[src/rtl/micro_sequencer_pkg.sv]
// Shared constants for the shared-bus computer sequencer: opcodes, FSM states,
// micro-step indices and control-word bit positions.
package board_pkg;

    localparam int unsigned OPC_W  = 4;
    localparam int unsigned STEP_W = 3;
    localparam int unsigned ST_W   = 2;
    localparam int unsigned CW_W   = 15;

    localparam logic [OPC_W-1:0] OP_NOP = 4'h0;
    localparam logic [OPC_W-1:0] OP_LDA = 4'h1;
    localparam logic [OPC_W-1:0] OP_ADD = 4'h2;
    localparam logic [OPC_W-1:0] OP_SUB = 4'h3;
    localparam logic [OPC_W-1:0] OP_STA = 4'h4;
    localparam logic [OPC_W-1:0] OP_LDI = 4'h5;
    localparam logic [OPC_W-1:0] OP_JMP = 4'h6;
    localparam logic [OPC_W-1:0] OP_JC  = 4'h7;
    localparam logic [OPC_W-1:0] OP_JZ  = 4'h8;
    localparam logic [OPC_W-1:0] OP_OUT = 4'hE;
    localparam logic [OPC_W-1:0] OP_HLT = 4'hF;

    localparam logic [ST_W-1:0] ST_IDLE = 2'd0;
    localparam logic [ST_W-1:0] ST_RUN  = 2'd1;
    localparam logic [ST_W-1:0] ST_HALT = 2'd2;

    localparam logic [STEP_W-1:0] T0 = 3'd0;
    localparam logic [STEP_W-1:0] T1 = 3'd1;
    localparam logic [STEP_W-1:0] T2 = 3'd2;
    localparam logic [STEP_W-1:0] T3 = 3'd3;
    localparam logic [STEP_W-1:0] T4 = 3'd4;

    // Control word field order, MSB first.
    localparam int unsigned CW_MARWA    = 14;
    localparam int unsigned CW_RAMWA    = 13;
    localparam int unsigned CW_RAMOA    = 12;
    localparam int unsigned CW_INREGOA  = 11;
    localparam int unsigned CW_INREGWA  = 10;
    localparam int unsigned CW_AWA      = 9;
    localparam int unsigned CW_AOA      = 8;
    localparam int unsigned CW_SUMOUT   = 7;
    localparam int unsigned CW_SUB      = 6;
    localparam int unsigned CW_BWA      = 5;
    localparam int unsigned CW_OUTREGWA = 4;
    localparam int unsigned CW_PCINC    = 3;
    localparam int unsigned CW_PCOE     = 2;
    localparam int unsigned CW_PCJMP    = 1;
    localparam int unsigned CW_FLAGSIN  = 0;

    typedef logic [CW_W-1:0] ctrl_word_t;

    // Final active micro-step of each opcode; unlisted opcodes behave as NOP.
    function automatic logic [STEP_W-1:0] last_step_of(input logic [OPC_W-1:0] op);
        case (op)
            OP_LDA, OP_STA:                                    return T3;
            OP_ADD, OP_SUB:                                    return T4;
            OP_LDI, OP_JMP, OP_JC, OP_JZ, OP_OUT, OP_HLT:      return T2;
            default:                                           return T1;
        endcase
    endfunction

endpackage

[src/rtl/micro_sequencer_if.sv]
// Datapath-facing signal bundle of the sequencer. SINGLE_STEP_EN adds step_mode/step_req.
interface micro_sequencer_if;
    import board_pkg::*;

    logic               run;
    logic [OPC_W-1:0]   opcode;
    logic               cf;
    logic               zf;
`ifdef SINGLE_STEP_EN
    logic               step_mode;
    logic               step_req;
`endif
    logic               hlt;
    logic               marwa, ramwa, ramoa, inregoa, inregwa, awa, aoa, sumout;
    logic               sub, bwa, outregwa, pcinc, pcoe, pcjmp, flagsin;
    logic [STEP_W-1:0]  step;
    logic               instr_done;
    logic               halted;

    modport master (
`ifdef SINGLE_STEP_EN
        output step_mode, output step_req,
`endif
        output run, output opcode, output cf, output zf,
        input  hlt, input marwa, input ramwa, input ramoa, input inregoa, input inregwa,
        input  awa, input aoa, input sumout, input sub, input bwa, input outregwa,
        input  pcinc, input pcoe, input pcjmp, input flagsin,
        input  step, input instr_done, input halted
    );

    modport slave (
`ifdef SINGLE_STEP_EN
        input  step_mode, input step_req,
`endif
        input  run, input opcode, input cf, input zf,
        output hlt, output marwa, output ramwa, output ramoa, output inregoa, output inregwa,
        output awa, output aoa, output sumout, output sub, output bwa, output outregwa,
        output pcinc, output pcoe, output pcjmp, output flagsin,
        output step, output instr_done, output halted
    );

endinterface

[src/rtl/micro_decoder.sv]
// Combinational micro-op decode: (opcode, step, flags) -> control word, last-step and halt.
module micro_decoder
    import board_pkg::*;
(
    input  logic [OPC_W-1:0]  i_opcode,
    input  logic [STEP_W-1:0] i_step,
    input  logic              i_cf,
    input  logic              i_zf,
    output ctrl_word_t        o_cw_c,
    output logic              o_last_c,
    output logic              o_halt_c
);

    always_comb begin
        o_cw_c   = '0;
        o_halt_c = 1'b0;
        o_last_c = (i_step == last_step_of(i_opcode));
        case (i_step)
            T0: begin
                o_cw_c[CW_PCOE]  = 1'b1;
                o_cw_c[CW_MARWA] = 1'b1;
            end
            T1: begin
                o_cw_c[CW_RAMOA]   = 1'b1;
                o_cw_c[CW_INREGWA] = 1'b1;
                o_cw_c[CW_PCINC]   = 1'b1;
            end
            T2: begin
                case (i_opcode)
                    OP_LDA, OP_ADD, OP_SUB, OP_STA: begin
                        o_cw_c[CW_INREGOA] = 1'b1;
                        o_cw_c[CW_MARWA]   = 1'b1;
                    end
                    OP_LDI: begin
                        o_cw_c[CW_INREGOA] = 1'b1;
                        o_cw_c[CW_AWA]     = 1'b1;
                    end
                    OP_JMP: begin
                        o_cw_c[CW_INREGOA] = 1'b1;
                        o_cw_c[CW_PCJMP]   = 1'b1;
                    end
                    OP_JC: begin
                        o_cw_c[CW_INREGOA] = 1'b1;
                        o_cw_c[CW_PCJMP]   = i_cf;
                    end
                    OP_JZ: begin
                        o_cw_c[CW_INREGOA] = 1'b1;
                        o_cw_c[CW_PCJMP]   = i_zf;
                    end
                    OP_OUT: begin
                        o_cw_c[CW_AOA]      = 1'b1;
                        o_cw_c[CW_OUTREGWA] = 1'b1;
                    end
                    OP_HLT:  o_halt_c = 1'b1;
                    default: ;
                endcase
            end
            T3: begin
                case (i_opcode)
                    OP_LDA: begin
                        o_cw_c[CW_RAMOA] = 1'b1;
                        o_cw_c[CW_AWA]   = 1'b1;
                    end
                    OP_ADD, OP_SUB: begin
                        o_cw_c[CW_RAMOA] = 1'b1;
                        o_cw_c[CW_BWA]   = 1'b1;
                    end
                    OP_STA: begin
                        o_cw_c[CW_AOA]   = 1'b1;
                        o_cw_c[CW_RAMWA] = 1'b1;
                    end
                    default: ;
                endcase
            end
            T4: begin
                if (i_opcode == OP_ADD || i_opcode == OP_SUB) begin
                    o_cw_c[CW_SUMOUT]  = 1'b1;
                    o_cw_c[CW_AWA]     = 1'b1;
                    o_cw_c[CW_FLAGSIN] = 1'b1;
                    o_cw_c[CW_SUB]     = (i_opcode == OP_SUB);
                end
            end
            default: ;
        endcase
    end

endmodule

[src/rtl/micro_sequencer.sv]
// Hardwired fetch/execute sequencer: IDLE/RUN/HALT FSM, step counter and control gating.
// Optional build macro: SINGLE_STEP_EN (manual step advance via step_mode/step_req).
module micro_sequencer
    import board_pkg::*;
#(
    parameter bit          EARLY_RETURN = 1'b1,
    parameter int unsigned LAST_STEP    = 4
) (
    input  logic               clk,
    input  logic               clr,
    micro_sequencer_if.slave   bus
);

    logic [ST_W-1:0]   r_state, w_state_nxt;
    logic [STEP_W-1:0] r_step,  w_step_nxt;
    logic              r_halted;
    ctrl_word_t        w_dec_cw, w_cw;
    logic              w_dec_last, w_dec_halt;
    logic              w_done, w_hlt, w_adv;

    micro_decoder u_dec (
        .i_opcode (bus.opcode),
        .i_step   (r_step),
        .i_cf     (bus.cf),
        .i_zf     (bus.zf),
        .o_cw_c   (w_dec_cw),
        .o_last_c (w_dec_last),
        .o_halt_c (w_dec_halt)
    );

`ifdef SINGLE_STEP_EN
    assign w_adv = ~bus.step_mode | bus.step_req;
`else
    assign w_adv = 1'b1;
`endif

    always_ff @(posedge clk or negedge clr) begin
        if (!clr) begin
            r_state  <= ST_IDLE;
            r_step   <= '0;
            r_halted <= 1'b0;
        end else begin
            r_state  <= w_state_nxt;
            r_step   <= w_step_nxt;
            r_halted <= (w_state_nxt == ST_HALT);
        end
    end

    // Controls only leave the decoder on cycles where RUN actually advances.
    always_comb begin
        w_state_nxt = r_state;
        w_step_nxt  = r_step;
        w_cw        = '0;
        w_done      = 1'b0;
        w_hlt       = 1'b0;
        case (r_state)
            ST_IDLE: begin
                if (bus.run) w_state_nxt = ST_RUN;
            end
            ST_RUN: begin
                if (w_adv) begin
                    w_cw   = w_dec_cw;
                    w_done = w_dec_last;
                    w_hlt  = w_dec_halt;
                    if (w_dec_halt)
                        w_state_nxt = ST_HALT;
                    else if ((EARLY_RETURN && w_dec_last) || (r_step == STEP_W'(LAST_STEP)))
                        w_step_nxt = '0;
                    else
                        w_step_nxt = r_step + STEP_W'(1);
                end
            end
            ST_HALT: w_hlt = 1'b1;
            default: w_state_nxt = ST_IDLE;
        endcase
    end

    assign bus.marwa      = w_cw[CW_MARWA];
    assign bus.ramwa      = w_cw[CW_RAMWA];
    assign bus.ramoa      = w_cw[CW_RAMOA];
    assign bus.inregoa    = w_cw[CW_INREGOA];
    assign bus.inregwa    = w_cw[CW_INREGWA];
    assign bus.awa        = w_cw[CW_AWA];
    assign bus.aoa        = w_cw[CW_AOA];
    assign bus.sumout     = w_cw[CW_SUMOUT];
    assign bus.sub        = w_cw[CW_SUB];
    assign bus.bwa        = w_cw[CW_BWA];
    assign bus.outregwa   = w_cw[CW_OUTREGWA];
    assign bus.pcinc      = w_cw[CW_PCINC];
    assign bus.pcoe       = w_cw[CW_PCOE];
    assign bus.pcjmp      = w_cw[CW_PCJMP];
    assign bus.flagsin    = w_cw[CW_FLAGSIN];
    assign bus.step       = r_step;
    assign bus.instr_done = w_done;
    assign bus.hlt        = w_hlt;
    assign bus.halted     = r_halted;

endmodule

[src/flat_wrapper.sv]
// flat-port wrapper written by rule: the top's interface ports become plain ports
module micro_sequencer_flat import board_pkg::*;
#(
    parameter bit          EARLY_RETURN = 1'b1,
    parameter int unsigned LAST_STEP    = 4
)
  (clk, clr, bus_run, bus_opcode, bus_cf, bus_zf, bus_hlt, bus_marwa, bus_ramwa, bus_ramoa, bus_inregoa, bus_inregwa, bus_awa, bus_aoa, bus_sumout, bus_sub, bus_bwa, bus_outregwa, bus_pcinc, bus_pcoe, bus_pcjmp, bus_flagsin, bus_step, bus_instr_done, bus_halted);
  micro_sequencer_if bus_i ();
  input  logic clk;
  input  logic clr;
  input wire logic [$bits(bus_i.run)-1:0] bus_run;
  input wire logic [$bits(bus_i.opcode)-1:0] bus_opcode;
  input wire logic [$bits(bus_i.cf)-1:0] bus_cf;
  input wire logic [$bits(bus_i.zf)-1:0] bus_zf;
  output wire logic [$bits(bus_i.hlt)-1:0] bus_hlt;
  output wire logic [$bits(bus_i.marwa)-1:0] bus_marwa;
  output wire logic [$bits(bus_i.ramwa)-1:0] bus_ramwa;
  output wire logic [$bits(bus_i.ramoa)-1:0] bus_ramoa;
  output wire logic [$bits(bus_i.inregoa)-1:0] bus_inregoa;
  output wire logic [$bits(bus_i.inregwa)-1:0] bus_inregwa;
  output wire logic [$bits(bus_i.awa)-1:0] bus_awa;
  output wire logic [$bits(bus_i.aoa)-1:0] bus_aoa;
  output wire logic [$bits(bus_i.sumout)-1:0] bus_sumout;
  output wire logic [$bits(bus_i.sub)-1:0] bus_sub;
  output wire logic [$bits(bus_i.bwa)-1:0] bus_bwa;
  output wire logic [$bits(bus_i.outregwa)-1:0] bus_outregwa;
  output wire logic [$bits(bus_i.pcinc)-1:0] bus_pcinc;
  output wire logic [$bits(bus_i.pcoe)-1:0] bus_pcoe;
  output wire logic [$bits(bus_i.pcjmp)-1:0] bus_pcjmp;
  output wire logic [$bits(bus_i.flagsin)-1:0] bus_flagsin;
  output wire logic [$bits(bus_i.step)-1:0] bus_step;
  output wire logic [$bits(bus_i.instr_done)-1:0] bus_instr_done;
  output wire logic [$bits(bus_i.halted)-1:0] bus_halted;
  assign bus_i.run = bus_run;
  assign bus_i.opcode = bus_opcode;
  assign bus_i.cf = bus_cf;
  assign bus_i.zf = bus_zf;
  assign bus_hlt = bus_i.hlt;
  assign bus_marwa = bus_i.marwa;
  assign bus_ramwa = bus_i.ramwa;
  assign bus_ramoa = bus_i.ramoa;
  assign bus_inregoa = bus_i.inregoa;
  assign bus_inregwa = bus_i.inregwa;
  assign bus_awa = bus_i.awa;
  assign bus_aoa = bus_i.aoa;
  assign bus_sumout = bus_i.sumout;
  assign bus_sub = bus_i.sub;
  assign bus_bwa = bus_i.bwa;
  assign bus_outregwa = bus_i.outregwa;
  assign bus_pcinc = bus_i.pcinc;
  assign bus_pcoe = bus_i.pcoe;
  assign bus_pcjmp = bus_i.pcjmp;
  assign bus_flagsin = bus_i.flagsin;
  assign bus_step = bus_i.step;
  assign bus_instr_done = bus_i.instr_done;
  assign bus_halted = bus_i.halted;
  micro_sequencer #(.EARLY_RETURN(EARLY_RETURN), .LAST_STEP(LAST_STEP)) u_core (.clk(clk), .clr(clr), .bus(bus_i));
endmodule
[config.mk]
export PLATFORM = sky130hd
export DESIGN_NAME = micro_sequencer_flat
export DESIGN_NICKNAME = d
export VERILOG_FILES = /design/src/rtl/micro_sequencer_pkg.sv /design/src/rtl/micro_sequencer_if.sv /design/src/rtl/micro_decoder.sv /design/src/rtl/micro_sequencer.sv /design/src/flat_wrapper.sv
export SDC_FILE = /design/constraint.sdc
export NUM_CORES = 1
export LEC_CHECK = 0
export ABC_AREA = 1
export CAP_MARGIN = 10
export CORE_ASPECT_RATIO = 1.4
export CORE_MARGIN = 3
export CORE_UTILIZATION = 43
export CTS_CLUSTER_DIAMETER = 60
export DETAILED_ROUTE_END_ITERATION = 6
export GPL_ROUTABILITY_DRIVEN = 0
export HOLD_SLACK_MARGIN = 0.02
export PLACE_DENSITY_LB_ADDON = 0.15
export SETUP_SLACK_MARGIN = 0.02
export SYNTH_ARGS = -nofsm -noshare
export SYNTH_HDL_FRONTEND = slang
export SYNTH_SLANG_ARGS = --single-unit
export TNS_END_PERCENT = 20
[constraint.sdc]
create_clock -name clk -period 1.9 [get_ports clk]
set_input_delay 0.475 -clock clk [delete_from_list [all_inputs] [get_ports clk]]
set_output_delay 0.475 -clock clk [all_outputs]
set_load 0.05 [all_outputs]
==> out/results.ini, run 1 <==
[outcome]
status=did not finish
haltStage=4_1_cts
stop_error=[ERROR DPL-0038] Utilization greater than 100%, impossible to legalize

[floorplan]
die_y_microns=56.5
io_pins=30
rows=17
die_x_microns=42.0
initial_core_util_pct=47.7

[synthesis]
yosysUniqueCellTypes=22
syn_avg_cell_area_sq_um=6.06
synth_area_sq_um=782
synth-seq-cells=6
yosysWarnings=0
synthCells=129
ys_seq_area_share_pct=19.2
syn_nets=148

[placed_design]
dp_hpwl_microns=2620
port_buffers=29

[clock_network]
htree_num_levels=1
numCtsBuffers=3
ctsHoldBuffers=0
clkSinkCount=6
cts_root_buffer=clkbuf_4
post_cts.repair.setup_buffers=7
post_cts_resized=51
clk_path_buf_depth=2

-- through the flow --
stage	setup slack [ns]	cells	TNS, ns	cell area, sq um
floorplan	-0.428	129	-3.35	843
global placement	-0.500	203	-5.58	1510
detailed placement	-0.594	203	-6.83	1510
-- Yosys cell counts --
| cell | instances | area, sq um |
|---|---|---|
| a211oi_1 | 1 | 7.51 |
| a21oi_1 | 5 | 25.0 |
| a22oi_1 | 1 | 7.51 |
| a31o_2 | 1 | 8.76 |
| buf_4 | 2 | 15.0 |
| clkbuf_8 | 1 | 13.8 |
| dfrtp_1 | 6 | 150 |
| ha_1 | 10 | 125 |
| inv_1 | 24 | 90.1 |
| nand2_1 | 32 | 120 |
| nand2_2 | 1 | 6.26 |
| nand3_1 | 10 | 50.1 |
| nand4_1 | 1 | 6.26 |
| nor2_1 | 22 | 82.6 |
| nor2_2 | 2 | 12.5 |
| nor3_1 | 2 | 10.0 |
| o21a_1 | 1 | 7.51 |
| o21ai_0 | 3 | 15.0 |
| o21ai_1 | 1 | 5.00 |
| o21bai_1 | 1 | 7.51 |
| o31ai_1 | 1 | 7.51 |
| xor2_1 | 1 | 8.76 |
-- cell families after synthesis --
family / count (synthesis) / synth area share (%)
flip-flops: 6 / 19.2
AND/OR/NAND/NOR: 70 / 36.8
XOR/XNOR: 1 / 1.12
buffers and inverters: 27 / 15.2
adder cells (fa/ha/maj): 10 / 16.0
AO/OA/AOI/OAI: 15 / 11.7
==> run 2, diff against run 1 <==
Settings changed: CORE_AREA from default to 3 3 64 66, CORE_ASPECT_RATIO 1.4 to default, CORE_MARGIN 3 to default, CORE_UTILIZATION 43 to default, CTS_CLUSTER_DIAMETER 60 to default, DIE_AREA from default to 0 0 67 69, HOLD_SLACK_MARGIN 0.02 to default, SETUP_SLACK_MARGIN 0.02 to default.
==> run 2 against run 1 <==
The flow now finishes, with violations (negative setup slack). Area after synthesis unchanged. Synthesized cell count unchanged.
==> out/results.ini, run 2 <==
[outcome]
status=finished with violations
violations=negative setup slack

[floorplan]
design.core.area_sq_mm=0.00363
die_x_microns=67
die_y_microns=69
io_pins=30
die-area_sq_mm=0.00462
rows=22
initial_core_util_pct=21.5

[grt]
grt_use_met1_pct=15.4
top_usage_layer=met2
grt_max_degree=7
grt_pass1_wl_microns=4550
grt_pass1_vias=1055
grtUsageTotal_pct=12.4
grt.overflow.total=0
grtUsageMet2_pct=21.5
antenna_found_initial=0
grt_use_met3_pct=2.12

[layout]
mostFrequentLayoutCells=buf_4 (39), nand2_1 (27), inv_1 (17), buf_12 (17), nor2_1 (10)
largest_reg_flops=3
nFillCells=365
final_common_cell=buf_4
final_core_util_pct=49.2
syn2layout_area_growth_pct=129
fin_nets=215
layout-drive-gt1-share_pct=56.4
diodes=0

[sta]
final.period_utilization_pct=112
whs_ns=0.495
final-hold-violation-count=0
rsz0062_at_grt=yes
fin_skew_ns=0.0109
fin_crit_ns=2.13
slew_headroom_pct=76.0
slew_viol_final=0
max_clock_freq_ghz=0.470
timing.final.ws_setup_ns=-0.229
tightestPinTransition_ns=0.357
finalSetupViolCount=17

[clock_network]
ctsHoldBuffers=0
clk_latency_ns=0.23
clkSinkCount=6
clk_path_buf_depth=2
numCtsBuffers=3
htree_num_levels=1
cts_tree=done
cts_root_buffer=clkbuf_8
path_clk_slew_ns=0.04

[pwr]
p_int_mw=1.13
p_comb_share_pct=79.1
clockPowerShare_pct=9.3
ir_drop_v=0.000467
p_switching_mw=1.09
p_seq_share_pct=11.6
power_density_mw_per_mm2=1240
sw_frac_of_total_pct=49.1
static-leakage-power_nw=0.835

[synthesis]
synth-seq-cells=6
synthCells=129
synthFlopType=dfrtp_1
synth_edf_count=0
synth_top_cells_by_area=dfrtp_1 (19%), ha_1 (16%), nand2_1 (15%)
synth_area_sq_um=782
yosysWarnings=0
syn_nets=148
synth_commonest_cells=nand2_1 (32), inv_1 (24), nor2_1 (22), ha_1 (10), nand3_1 (10)
ys_seq_area_share_pct=19.2
yosysTopAreaCell=dfrtp_1
syn_avg_cell_area_sq_um=6.06
netlist.area_leader.share_pct=19.2
async_flop_share_pct=100
synth_most_common_cell=nand2_1
yosysUniqueCellTypes=22

[setup_path]
cp_num_buf_inv=3
path_class=flop to output pin
endpoint_kind=output pin
slowest_stage=dfrtp_2
crit_path_max_incr_delay_ns=0.43
worstPathMaxFanout=3
cp_common_cell=nor2_4
worstPathCellList=inv_2 -> ha_4 -> inv_4 -> nor2_4 -> nand4_1 -> nor2_4 -> o21ai_2 -> nor2_4 -> buf_12
arrival_ns=1.65
crit_family=simple AND/OR/NAND/NOR gates
start_kind=flop
cp.required_ns=1.42

[routing]
routedWlPerCell_microns=11.6
vias=1029
firstDrtPassIters=4
drc=0
drt_wl_total_microns=2820
drt-initial-drc-count=30
via_per_inst=4.23
ant_nets=0

[placed_design]
port_buffers=29
dp_hpwl_microns=2260
dpl_worst_slack_ns=-0.547

[worst_hold_path]
hp-class=primary input to asynchronous set/reset pin

[run]
cap_violations=0

## run 2: cell counts after synthesis
Identical to the previous run, type by type.
## run 2: routing by layer
layer | share of wire (%) | up-vias
li1 | - | 533
met1 | 43 | 464
met2 | 53 | 28
met3 | 2.8 | 4
met4 | 1.5 | 0
met5 | 0 | -
## run 2: power by group through the flow
stage / logic, mW / registers [mW] / clock network (mW)
detailed placement: 1.58 / 0.239 / 0
floorplan: 0.692 / 0.367 / 0
finish: 1.76 / 0.259 / 0.206
global route: 1.89 / 0.266 / 0.216
CTS: 1.75 / 0.255 / 0.209
global placement: 1.55 / 0.237 / 0
## run 2: timing repair
action | 4_1_cts | 5_1_grt
pin swaps | 18 | 7
setup endpoints to repair | 17 | 17
resized for setup | 48 | 10
buffers inserted | 2 | 0
## run 2: worst paths after layout
kind	cells after the start	endpoint	from	slack (ns)
max	9	bus_aoa	u_core.bus.step[0]$_DFFE_PN0P_	-0.23
min	1	u_core.bus.step[1]$_DFFE_PN0P_	clr	0.49
max reg2reg	9	u_core.bus.halted$_DFF_PN0_	u_core.r_state[0]$_DFF_PN0_	0.36
min reg2reg	3	u_core.bus.step[1]$_DFFE_PN0P_	u_core.bus.step[1]$_DFFE_PN0P_	0.72
max in group asynchronous	1	u_core.bus.step[2]$_DFFE_PN0P_	clr	1.16
min in group clk	3	u_core.bus.step[1]$_DFFE_PN0P_	u_core.bus.step[1]$_DFFE_PN0P_	0.72
## run 2: kinds of logic after synthesis
logic type / Yosys count / synth area share [%]
buffers and inverters: 27 / 15.2
flip-flops: 6 / 19.2
XOR/XNOR: 1 / 1.12
AO/OA/AOI/OAI: 15 / 11.7
AND/OR/NAND/NOR: 70 / 36.8
adder cells (fa/ha/maj): 10 / 16.0
## run 2: worst register-to-register path: cells and delay by family, from the launching register on
family	cells	cell delay, ns
buffers and inverters	3	0.26
adder cells (fa/ha/maj)	1	0.23
flip-flops	1	0.39
AND/OR/NAND/NOR	3	0.17
AO/OA/AOI/OAI	2	0.35
## run 2: area by class of cell
type                       count  area, sq um  share of cell area (%)
multi-input combinational     96          718                    40.2
tap                           48         60.1                    3.36
timing repair buffer          65          718                    40.2
clock buffer                   4         45.0                    2.52
sequential                     6          154                    8.61
inverter                      24         92.6                    5.18
## run 2: metrics by stage
| step | setup TNS, ns | area (sq um) | power, mW | instances |
|---|---|---|---|---|
| floorplan | -3.35 | 843 | 1.06 | 129 |
| global placement | -6.32 | 1590 | 1.79 | 237 |
| detailed placement | -6.68 | 1590 | 1.82 | 237 |
| CTS | -1.93 | 1770 | 2.22 | 243 |
| global route | -3.14 | 1790 | 2.38 | 243 |
| finish | -1.93 | 1790 | 2.22 | 243 |
Note: power is estimated with default switching activity, not from simulation.
==> run 3, diff against run 2 <==
Settings changed: CTS_CLUSTER_DIAMETER from default to 200.
==> results of run 3 <==
Same layout as run 2: the final DEF is identical, and so are final timing and power.
